### config.mk
export PLATFORM = sky130hd
export DESIGN_NAME = led_timing_generator
export DESIGN_NICKNAME = d
export VERILOG_FILES = /design/src/rtl/led_timing_generator_pkg.sv /design/src/rtl/led_timing_generator_tick.sv /design/src/rtl/led_timing_generator.sv
export SDC_FILE = /design/constraint.sdc
export NUM_CORES = 1
export LEC_CHECK = 0
export CORE_MARGIN = 1.5
export CORE_UTILIZATION = 49
export DETAILED_ROUTE_END_ITERATION = 7
export PLACE_DENSITY = 0.86
export SYNTH_ARGS = -nofsm -noshare
export SYNTH_HDL_FRONTEND = slang
export SYNTH_SLANG_ARGS = --single-unit
### constraint.sdc
create_clock -name clock -period 2 [get_ports clock]
set_input_delay 0.3 -clock clock [delete_from_list [all_inputs] [get_ports clock]]
set_output_delay 0.3 -clock clock [all_outputs]
set_load 0.05 [all_outputs]
### src/rtl/led_timing_generator_pkg.sv
// led_timing_generator_pkg
//   Shared constants for the LED timing generator:
//   - UART receive state encoding (IDLE, ACTIVE)
//   - idx_width(): width of an index that counts 0..n-1, never narrower than 1 bit
package led_timing_generator_pkg;

  localparam logic [0:0] UART_IDLE   = 1'b0;
  localparam logic [0:0] UART_ACTIVE = 1'b1;

  // Index width for a modulo-n count: max(1, clog2(n)).
  function automatic int idx_width(input int n);
    return (n <= 32'sd2) ? 32'sd1 : $clog2(n);
  endfunction

endpackage

### src/rtl/led_timing_generator_tick.sv
// tick_divider
//   Modulo-MODULUS counter used as one stage of the LED timing cascade.
//   Ports:
//     clock_i   system clock
//     reset_i   synchronous active-high reset, index returns to 0
//     step_i    advance the index by one (wraps MODULUS-1 -> 0)
//     carry_i   lookahead request; wrap_o answers "would this stage wrap?"
//     index_o   current index (registered)
//     wrap_o    carry_i while the index sits at MODULUS-1
//   The step and carry inputs are separate so the next stage's strobe can be
//   registered one cycle ahead of the index update it corresponds to.
module tick_divider #(
  parameter int MODULUS = 4,
  parameter int WIDTH   = 2
) (
  input  logic             clock_i,
  input  logic             reset_i,
  input  logic             step_i,
  input  logic             carry_i,
  output logic [WIDTH-1:0] index_o,
  output logic             wrap_o
);

  localparam logic [WIDTH-1:0] LAST = WIDTH'(MODULUS - 1);

  logic [WIDTH-1:0] index_q;
  logic [WIDTH-1:0] index_d;

  // Next index: hold, wrap at the last value, or increment.
  always_comb begin
    index_d = index_q;
    if (!step_i) begin
      index_d = index_q;
    end else if (index_q == LAST) begin
      index_d = {WIDTH{1'b0}};
    end else begin
      index_d = index_q + WIDTH'(1);
    end
  end

  // Index register with synchronous reset.
  always_ff @(posedge clock_i) begin
    if (reset_i) begin
      index_q <= {WIDTH{1'b0}};
    end else begin
      index_q <= index_d;
    end
  end

  assign index_o = index_q;
  assign wrap_o  = carry_i && (index_q == LAST);

endmodule

### src/rtl/led_timing_generator.sv
// led_timing_generator
//   Clock-enable generator for the LED serialiser and UART receiver.
//   Ports:
//     clock, reset       system clock, synchronous active-high reset
//     enable             runs the LED timing chain (UART section unaffected)
//     uart_rx            asynchronous UART line, idle high
//     segment_tick, bit_tick, led_tick, frame_tick
//                        single-cycle strobes at the end of each period
//     segment_index, bit_index, led_index
//                        current position; each steps at the end of the
//                        cycle in which its strobe is high
//     baud_tick          strobe at the centre of each UART bit
//     uart_rx_sync       synchronised uart_rx
//     uart_active        high while a UART character is being timed
module led_timing_generator
  import led_timing_generator_pkg::*;
#(
  parameter int SEGMENT_DIVISOR  = 36,
  parameter int SEGMENTS_PER_BIT = 5,
  parameter int BITS_PER_LED     = 24,
  parameter int LEDS_PER_FRAME   = 60,
  parameter int BAUD_DIVISOR     = 1250,
  parameter int UART_BITS        = 10,
  parameter int SYNC_STAGES      = 2
) (
  input  logic                                  clock,
  input  logic                                  reset,
  input  logic                                  enable,
  input  logic                                  uart_rx,
  output logic                                  segment_tick,
  output logic                                  bit_tick,
  output logic                                  led_tick,
  output logic                                  frame_tick,
  output logic [idx_width(SEGMENTS_PER_BIT)-1:0] segment_index,
  output logic [idx_width(BITS_PER_LED)-1:0]     bit_index,
  output logic [idx_width(LEDS_PER_FRAME)-1:0]   led_index,
  output logic                                  baud_tick,
  output logic                                  uart_rx_sync,
  output logic                                  uart_active
);

  localparam int DIV_W  = idx_width(SEGMENT_DIVISOR);
  localparam int SEG_W  = idx_width(SEGMENTS_PER_BIT);
  localparam int BIT_W  = idx_width(BITS_PER_LED);
  localparam int LED_W  = idx_width(LEDS_PER_FRAME);
  localparam int BAUD_W = idx_width(BAUD_DIVISOR);
  localparam int UBIT_W = idx_width(UART_BITS);

  localparam logic [BAUD_W-1:0] BAUD_HALF = BAUD_W'(BAUD_DIVISOR / 2 - 1);
  localparam logic [BAUD_W-1:0] BAUD_FULL = BAUD_W'(BAUD_DIVISOR - 1);
  localparam logic [UBIT_W-1:0] UBIT_LAST = UBIT_W'(UART_BITS - 1);

  // ---------------- LED timing cascade ----------------
  // Each *_wrap_s is the lookahead for the strobe registered on the next edge.
  // The indices step on the registered strobe, so during a tick cycle the
  // index still shows the value the tick belongs to. A strobe already on the
  // output commits its index step even if enable drops in that same cycle.
  logic [DIV_W-1:0] div_count_unused_s;
  logic             seg_wrap_s;
  logic             bit_wrap_s;
  logic             led_wrap_s;
  logic             frame_wrap_s;
  logic             segment_tick_q;
  logic             bit_tick_q;
  logic             led_tick_q;
  logic             frame_tick_q;

  tick_divider #(.MODULUS(SEGMENT_DIVISOR), .WIDTH(DIV_W)) u_div (
    .clock_i(clock), .reset_i(reset), .step_i(enable), .carry_i(enable),
    .index_o(div_count_unused_s), .wrap_o(seg_wrap_s)
  );

  tick_divider #(.MODULUS(SEGMENTS_PER_BIT), .WIDTH(SEG_W)) u_seg (
    .clock_i(clock), .reset_i(reset), .step_i(segment_tick_q), .carry_i(seg_wrap_s),
    .index_o(segment_index), .wrap_o(bit_wrap_s)
  );

  tick_divider #(.MODULUS(BITS_PER_LED), .WIDTH(BIT_W)) u_bit (
    .clock_i(clock), .reset_i(reset), .step_i(bit_tick_q), .carry_i(bit_wrap_s),
    .index_o(bit_index), .wrap_o(led_wrap_s)
  );

  tick_divider #(.MODULUS(LEDS_PER_FRAME), .WIDTH(LED_W)) u_led (
    .clock_i(clock), .reset_i(reset), .step_i(led_tick_q), .carry_i(led_wrap_s),
    .index_o(led_index), .wrap_o(frame_wrap_s)
  );

  // Register the cascade strobes from their lookahead terms.
  always_ff @(posedge clock) begin
    if (reset) begin
      segment_tick_q <= 1'b0;
      bit_tick_q     <= 1'b0;
      led_tick_q     <= 1'b0;
      frame_tick_q   <= 1'b0;
    end else begin
      segment_tick_q <= seg_wrap_s;
      bit_tick_q     <= bit_wrap_s;
      led_tick_q     <= led_wrap_s;
      frame_tick_q   <= frame_wrap_s;
    end
  end

  assign segment_tick = segment_tick_q;
  assign bit_tick     = bit_tick_q;
  assign led_tick     = led_tick_q;
  assign frame_tick   = frame_tick_q;

  // ---------------- UART baud section ----------------
  logic [SYNC_STAGES-1:0] sync_q;
  logic                   fall_s;
  logic [0:0]             uart_state_q, uart_state_d;
  logic [BAUD_W-1:0]      baud_cnt_q, baud_cnt_d;
  logic [UBIT_W-1:0]      bit_cnt_q, bit_cnt_d;
  logic                   baud_tick_q, baud_tick_d;

  // uart_rx synchroniser, idle-high after reset.
  always_ff @(posedge clock) begin
    if (reset) begin
      sync_q <= {SYNC_STAGES{1'b1}};
    end else begin
      sync_q <= {sync_q[SYNC_STAGES-2:0], uart_rx};
    end
  end

  // Falling edge seen one stage ahead of uart_rx_sync.
  assign fall_s = sync_q[SYNC_STAGES-1] && !sync_q[SYNC_STAGES-2];

  // Baud state machine: half-period load to hit the start-bit centre, then
  // full periods; start edges during a character are ignored.
  always_comb begin
    uart_state_d = uart_state_q;
    baud_cnt_d   = baud_cnt_q;
    bit_cnt_d    = bit_cnt_q;
    case (uart_state_q)
      UART_IDLE: begin
        if (fall_s) begin
          uart_state_d = UART_ACTIVE;
          baud_cnt_d   = BAUD_HALF;
          bit_cnt_d    = {UBIT_W{1'b0}};
        end else begin
          uart_state_d = UART_IDLE;
        end
      end
      UART_ACTIVE: begin
        if (baud_cnt_q == {BAUD_W{1'b0}}) begin
          baud_cnt_d = BAUD_FULL;
          if (bit_cnt_q == UBIT_LAST) begin
            uart_state_d = UART_IDLE;
            bit_cnt_d    = {UBIT_W{1'b0}};
          end else begin
            bit_cnt_d = bit_cnt_q + UBIT_W'(1);
          end
        end else begin
          baud_cnt_d = baud_cnt_q - BAUD_W'(1);
        end
      end
      default: begin
        uart_state_d = UART_IDLE;
        baud_cnt_d   = {BAUD_W{1'b0}};
        bit_cnt_d    = {UBIT_W{1'b0}};
      end
    endcase
    // Registered strobe: high while the counter sits at 0 in ACTIVE.
    baud_tick_d = (uart_state_d == UART_ACTIVE) && (baud_cnt_d == {BAUD_W{1'b0}});
  end

  // UART state, counters and baud strobe registers.
  always_ff @(posedge clock) begin
    if (reset) begin
      uart_state_q <= UART_IDLE;
      baud_cnt_q   <= {BAUD_W{1'b0}};
      bit_cnt_q    <= {UBIT_W{1'b0}};
      baud_tick_q  <= 1'b0;
    end else begin
      uart_state_q <= uart_state_d;
      baud_cnt_q   <= baud_cnt_d;
      bit_cnt_q    <= bit_cnt_d;
      baud_tick_q  <= baud_tick_d;
    end
  end

  assign baud_tick    = baud_tick_q;
  assign uart_rx_sync = sync_q[SYNC_STAGES-1];
  assign uart_active  = (uart_state_q == UART_ACTIVE);

endmodule

==> results of run 1 <==
[registers in the layout (all words and copies together), names as in the netlist, 2 cells and up]
name and flops:
bit_cnt_q 4, u_bit.index_o 5, baud_cnt_q 11, u_seg.index_o 3, sync_q 2, u_div.index_o 6, u_led.index_o 6
[what timing repair did]
item | in CTS | in global routing
gates cloned | 0 | 0
pin swaps | 0 | 8
resized for setup | 4 | 17
setup endpoints to repair | 1 | 3
buffers inserted | 0 | 2
[synthesized netlist by cell type (2+ instances only)]
cell type	instances	share of area
o31ai_1	2	0.0073
or3_1	2	0.0061
xnor2_1	5	0.021
o21ai_0	3	0.0073
ha_1	9	0.055
o2111ai_1	2	0.0085
nor3_1	7	0.017
nor2b_1	5	0.015
buf_2	2	0.0049
nor2_1	34	0.062
or2_2	4	0.012
a21o_1	2	0.0073
a31oi_1	3	0.0091
nand2_1	14	0.026
or4_1	2	0.0073
nand4_1	7	0.021
nand3_1	8	0.019
a311oi_1	3	0.013
nor3b_1	4	0.015
mux2i_1	3	0.015
nor4_1	3	0.0091
nor4b_1	2	0.0085
nand2b_1	4	0.012
a21oi_1	11	0.027
inv_1	7	0.013
and2_1	4	0.012
clkbuf_1	8	0.015
and3_1	2	0.0061
dfxtp_1	43	0.42
xor2_1	10	0.043
[how the worst max path moves through the flow]
stage                  startpoint   endpoint
detailed placement  baud_cnt_q[1]  baud_tick
global route        baud_cnt_q[6]  baud_tick
finish              baud_cnt_q[0]  baud_tick
CTS                 baud_cnt_q[1]  baud_tick
floorplan           baud_cnt_q[0]  baud_tick
global placement    baud_cnt_q[0]  baud_tick
[cell usage in the layout (no fill, tap or decap), types with 3 or more instances in the layout]
cell type,n
a21oi_1,11
a31oi_1,3
and2_1,4
buf_4,17
clkbuf_8,5
clkdlybuf4s50_1,23
dfxtp_1,41
ha_1,8
inv_1,5
mux2i_1,3
nand2_1,14
nand2b_1,4
nand3_1,7
nand4_1,7
nor2_1,34
nor2b_1,5
nor3_1,7
nor3b_1,4
o21ai_0,3
or2_2,4
xnor2_1,5
xor2_1,10
[logic make-up after synthesis]
kind of cell             after synthesis  share of synthesized area
multiplexers                           4                     0.0200
flip-flops                            43                      0.418
XOR/XNOR                              15                     0.0638
AND/OR/NAND/NOR                      108                      0.276
adder cells (fa/ha/maj)                9                     0.0547
AO/OA/AOI/OAI                         38                      0.133
buffers and inverters                 18                     0.0340
[worst max-delay path, delay by kind of cell, from the launching register on]
kind,cells,cell delay (ns)
simple gates,3,0.99
compound gates,2,0.44
flops,1,0.34
buf+inv,1,0.12
[power groups by stage]
stage                     Sequential [mW]  Clock, mW  Combinational (mW)
after floorplan                     0.948          0               0.229
after global placement              0.943          0               0.340
after detailed placement            0.943          0               0.342
after CTS                           0.924      0.811               0.364
after global routing                0.938      0.844               0.474
final                               0.933      0.796               0.436
[per-stage QoR]
step	setup WS (ns)	hold slack, ns	cells	utilization	total power, mW
after floorplan	0.104	0.396	235	-	1.18
after global placement	0.0483	0.471	313	0.603	1.28
after detailed placement	0.0194	0.481	313	0.603	1.29
after CTS	0.0234	0.497	321	0.642	2.10
after global routing	-0.0334	0.520	323	0.669	2.26
final	0.0587	0.492	323	0.669	2.16
[metal layers]
metal	GRT usage	part of all wire	vias to the layer above
li1	-	-	911
met1	0.276	0.45	858
met2	0.301	0.48	46
met3	0.0740	0.056	7
met4	0.0625	0.011	0
met5	0	0	-
[final cells by class]
cell class              instances  area [µm²]  area share
clock inverters                 2        60.1      0.0223
well taps                      50        62.6      0.0232
multi-input cells             174        1240       0.461
flip-flops and latches         43         863       0.320
clock buffers                   6        72.6      0.0269
repair buffers                 41         369       0.137
inverters                       7        26.3     0.00975
==> metrics.md, run 1 <==
| Metric | Value |
|---|---|
| Synthesized Nets | 248 |
| Netlist cell types | 50 |
| Die area | 4600 µm² |
| Initial Util | 0.511 |
| Setup Viol. Count Final | 0 |
| CP max FO | 6 |
| Post-synth EDFFs | 0 |
| Critical Path Max Stage Delay | 0.56 ns |
| DR vias/cell | 5.64 |
| Clock sink count | 43 |
| Antenna diode count | 0 |
| P_int | 1.59 mW |
| Clk network pwr share | 0.368 |
| Warnings, synthesis | 0 |
| Post-Syn Area per Cell | 8.76 µm² |
| Drt total wl | 4620 µm |
| Min-delay worst type | reg -> reg |
| Arrival @ worst endpoint | 2.19 ns |
| IO Count | 25 |
| TritonRoute pass-1 iters | 4 |
| Initial antenna violation count | 0 |
| Vias in the first global route | 1,572 |
| Vias after detailed routing | 1,822 |
| Clock Pin Slew Worst Setup and Hold Paths | 0.08 ns |
| Crit share post-route | 0.971 |
| NetSw | 0.579 mW |
| Area after DPL | 2430 µm² |
| Drt wl/cell | 14.3 µm |
| Logic gate share of total power | 0.201 |
| Max_cap viols | 0 |
| Power share of the sequential group | 0.431 |
| Hold path depth | 1 |
| Row count | 23 |
| CTS Buf Count | 5 |
| CTS tree | built |
| Die extent in x | 67.8 µm |
| Area added between synthesis and finish | 30.9% |
| Switching power share of the total | 0.267 |
| Dpl hpwl | 3120 µm |
| Hold-fix buffers, CTS | 0 |
| # fillers | 325 |
| Hold Path Origin | bit_cnt_q[3] |
| Hold Path End | bit_cnt_q[3] |
| Status | finished, final reports clean |
| Gr usage total | 0.203 |
| Synth Instances | 235 |
| Critical path's slowest cell | or4_4 |
| Worst-case vdd ir drop | 584 µV |
| Req. time, crit path | 2.25 ns |
| Final antenna-violating net count | 0 |
| Worst R2R End | baud_tick |
| Achievable Freq | 0.515 GHz |
| Finished layout cell area | 2700 µm² |
| Fraction of registers with async set/reset | 0 |
| Slew Viols, Final | 0 |
| Clock root buffer | clkbuf_8 |
| Synth Register Bits | 43 |
| Setup TNS | 0 ns |
| Port Buffer Count | 24 |
| Area of the core | 4030 µm² |
| FF-to-FF Start | baud_cnt_q[0] |
| Number of DRC markers in iteration 0 | 114 |
| Gp weighted congestion | 0.927 |
| Level count of the clock H-tree | 2 |
| GRT overflow | 0 |
| Crit path kind | reg -> reg |
| Startpoint Class | register |
| Die Y | 67.8 µm |
| Worst Max-Slew Pin Slew | 0.586 ns |
| Max_slew headroom | 0.609 |
| Main synth FF type | dfxtp_1 |
| Worst-skew pair later-pin latency | 0.30 ns |
| Leak Pwr | 1.03 nW |
| Residual DRC | 0 |
| Final nets | 285 |
| R2r setup slk | 0.06 ns |
| Final setup skew | 0.00827 ns |
| Sequential share of the synthesized area | 0.418 |
| Reg2reg path depth | 6 |
| Final Hold Fails | 0 |
| Crit path capture type | register |
| Mapped Area | 2060 µm² |
| Post-layout min period | 1.94 ns |
| Layout cells sized above 1 | 0.187 |
| Global-route wire length before repair | 7090 µm |
| Pin count of the biggest net entering global routing | 33 |
| Power Density | 803 nW/µm² |
| Maximum clock path buffer count | 2 |
| Ordered cell list for the critical path | buf_6 -> or4_4 -> o32ai_4 -> o41ai_4 -> nor4_2 -> and4_1 |
Note: power is estimated with default switching activity, not from simulation.
==> inputs of run 2 (changes only) <==
--- a/config.mk
+++ b/config.mk
@@ -7,6 +7,7 @@
 export LEC_CHECK = 0
 export CORE_MARGIN = 1.5
 export CORE_UTILIZATION = 49
+export CTS_CLUSTER_DIAMETER = 30
 export DETAILED_ROUTE_END_ITERATION = 7
 export PLACE_DENSITY = 0.86
 export SYNTH_ARGS = -nofsm -noshare
==> results of run 2 <==
Same layout as run 1: the final DEF is identical, and so are final timing and power.
==> inputs of run 3 (changes only) <==
--- a/config.mk
+++ b/config.mk
@@ -6,10 +6,12 @@
 export NUM_CORES = 1
 export LEC_CHECK = 0
 export CORE_MARGIN = 1.5
-export CORE_UTILIZATION = 49
+export CORE_UTILIZATION = 55
 export CTS_CLUSTER_DIAMETER = 30
 export DETAILED_ROUTE_END_ITERATION = 7
-export PLACE_DENSITY = 0.86
+export GPL_ROUTABILITY_DRIVEN = 0
+export PLACE_DENSITY = 0.91
+export SLEW_MARGIN = 20
 export SYNTH_ARGS = -nofsm -noshare
 export SYNTH_HDL_FRONTEND = slang
 export SYNTH_SLANG_ARGS = --single-unit
==> constraint.sdc (replaced) <==
create_clock -name clock -period 1.8 [get_ports clock]
set_input_delay 0.27 -clock clock [delete_from_list [all_inputs] [get_ports clock]]
set_output_delay 0.27 -clock clock [all_outputs]
set_load 0.05 [all_outputs]
==> run 3 against run 2 <==
  * The run now ends with negative setup slack left
  * Clock skew is 0.0036 ns lower
  * Sequential share of layout area is 1.7 points lower
  * Critical endpoint unchanged
  * Core utilization is 12 points higher
  * Global-route usage is 11 points higher
==> metrics.md, run 3 (same netlist as run 1, synthesis figures left out) <==
| Metric | Value |
|---|---|
| CTS tree | built |
| Achievable Freq | 0.516 GHz (+0.10%) |
| Level count of the clock H-tree | 2 (unchanged) |
| CTS Buf Count | 5 (unchanged) |
| Final antenna-violating net count | 0 (unchanged) |
| Req. time, crit path | 2.06 ns (-0.19 ns) |
| GRT overflow | 0 (unchanged) |
| Final Core Density | 0.785 (+0.116) |
| CP max FO | 5 (-1) |
| Initial Util | 0.567 (+0.0556) |
| Largest Register | baud_cnt_q |
| Area added between synthesis and finish | 38.5% |
| Failing checks | negative setup slack |
| TritonRoute pass-1 iters | 5 (+1) |
| IO Count | 25 (unchanged) |
| Setup Viol. Count Final | 7 (+7) |
| Row count | 22 (-4.3%) |
| Number of DRC markers in iteration 0 | 218 (+91%) |
| Hold Slack | 0.512 ns (+0.0191 ns) |
| Post-layout min period | 1.94 ns (-0.00200 ns) |
| Pin count of the biggest net entering global routing | 33 (unchanged) |
| Final nets | 300 (+5.3%) |
| Maximum clock path buffer count | 2 (unchanged) |
| Max_slew headroom | 0.478 (-0.131) |
| Placed Cells | 321 (+2.6%) |
| Layout cells sized above 1 | 0.288 (+0.101) |
| Clock sink count | 43 (unchanged) |
| RSZ-0062 raised after global routing | true |
| Worst-case vdd ir drop | 690 µV (+18%) |
| Status | complete, but fails checks |
| Worst-skew pair later-pin latency | 0.31 ns (about the same) |
| Dpl hpwl | 3490 µm (+12%) |
| Die extent in x | 64.2 µm (-5.4%) |
| Final setup skew | 0.00466 ns (-0.00361 ns) |
| Residual DRC | 0 (unchanged) |
| Final std cells w/o fill | 336 (+4.0%) |
| Final Hold Fails | 0 (unchanged) |
| Arrival @ worst endpoint | 2.20 ns (about the same) |
| Max_cap viols | 0 (unchanged) |
| Startpoint Class | register |
| Crit share post-route | 1.08 (+0.107) |
| Final worst slack | -0.139 ns (-0.198 ns) |
| Antenna diode count | 0 (unchanged) |
| Vias after detailed routing | 2,155 (+18%) |
| Max FFs per register | 11 (unchanged) |
| Crit path kind | reg -> reg |
| Power Density | 832 nW/µm² (+3.6%) |
| Die area | 4120 µm² (-10%) |
| Die Y | 64.2 µm (-5.4%) |
| Clock root buffer | clkbuf_8 |
| Leak Pwr | 1.27 nW (+23%) |
| Global-route wire length before repair | 9940 µm (+40%) |
| DR vias/cell | 6.41 (+14%) |
| Gr usage total | 0.317 (+0.114) |
| Initial antenna violation count | 0 (unchanged) |
| Area of the core | 3630 µm² (-9.8%) |
| R2r setup slk | -0.14 ns (-0.20 ns) |
| Crit path capture type | register |
| # fillers | 194 (-40%) |
| Drt wl/cell | 21.5 µm (+50%) |
| Worst Max-Slew Pin Slew | 0.773 ns (+0.187 ns) |
| Most frequent cells in the layout | dfxtp_1, buf_4, nor2_1 |
| Clock Pin Slew Worst Setup and Hold Paths | 0.09 ns (about the same) |
| Min-delay worst type | reg -> reg |
| Slew Viols, Final | 0 (unchanged) |
| Drt total wl | 7240 µm (+56%) |
| Port Buffer Count | 24 (unchanged) |
| Commonest non-fill, non-tap cell in the layout | dfxtp_1 |
| Vias in the first global route | 2,034 (+29%) |
[run 3: final timing paths]
| kind | start | to | cells after the start |
|---|---|---|---|
| hold reg to reg | bit_cnt_q[1] | bit_cnt_q[1] | 2 |
| setup reg to reg | baud_cnt_q[0] | baud_tick | 6 |
| setup / recovery | baud_cnt_q[0] | baud_tick | 6 |
| hold / removal | bit_cnt_q[1] | bit_cnt_q[1] | 2 |
[run 3: routing by layer]
metal  track usage  wire length (µm)  up-vias
met1         0.352              2680      992
met5             0                 0        -
li1              -                 -      945
met4         0.160               518        0
met3        0.0898               667       62
met2         0.551              3370      156
[run 3: stage by stage]
stage | instance area, µm² | power [mW] | setup TNS, ns | worst slack [ns]
floorplan | 2070 | 1.32 | -0.0891 | -0.0891
global placement | 2490 | 1.47 | -0.145 | -0.145
detailed placement | 2490 | 1.49 | -0.305 | -0.228
CTS | 2740 | 2.22 | -0.0978 | -0.0617
global route | 2850 | 2.46 | -1.47 | -0.436
finish | 2850 | 2.37 | -0.666 | -0.139
[run 3: critical path, stage by stage, from the launching register on]
cell	delay [ns]
dfxtp_2	0.35
buf_6	0.12
buf_4	0.14
o311ai_0	0.68
nand3_1	0.17
nor4_1	0.24
and4_1	0.20
[run 3: final cells by class]
class	count	area, µm²	area share
repair buffers	56	490	0.172
well taps	48	60.1	0.0211
inverters	7	28.8	0.0101
multi-input cells	174	1320	0.461
clock buffers	5	68.8	0.0241
flip-flops and latches	43	865	0.303
clock inverters	3	23.8	0.00833
[run 3: timing repair]
| action | in CTS | in global routing |
|---|---|---|
| gates cloned | 0 | 0 |
| buffers inserted | 5 | 2 |
| pin swaps | 8 | 9 |
| gates resized for setup | 24 | 22 |
| hold buffers | 0 | 0 |
| endpoints found under the setup margin | 9 | 20 |
| hold endpoints to repair | 0 | 0 |
[run 3: power breakdown]
group	internal, mW	leakage [nW]	switching (mW)
clock	0.278	0.0408	0.378
sequential	0.988	0.350	0.0541
combinational	0.311	0.879	0.366
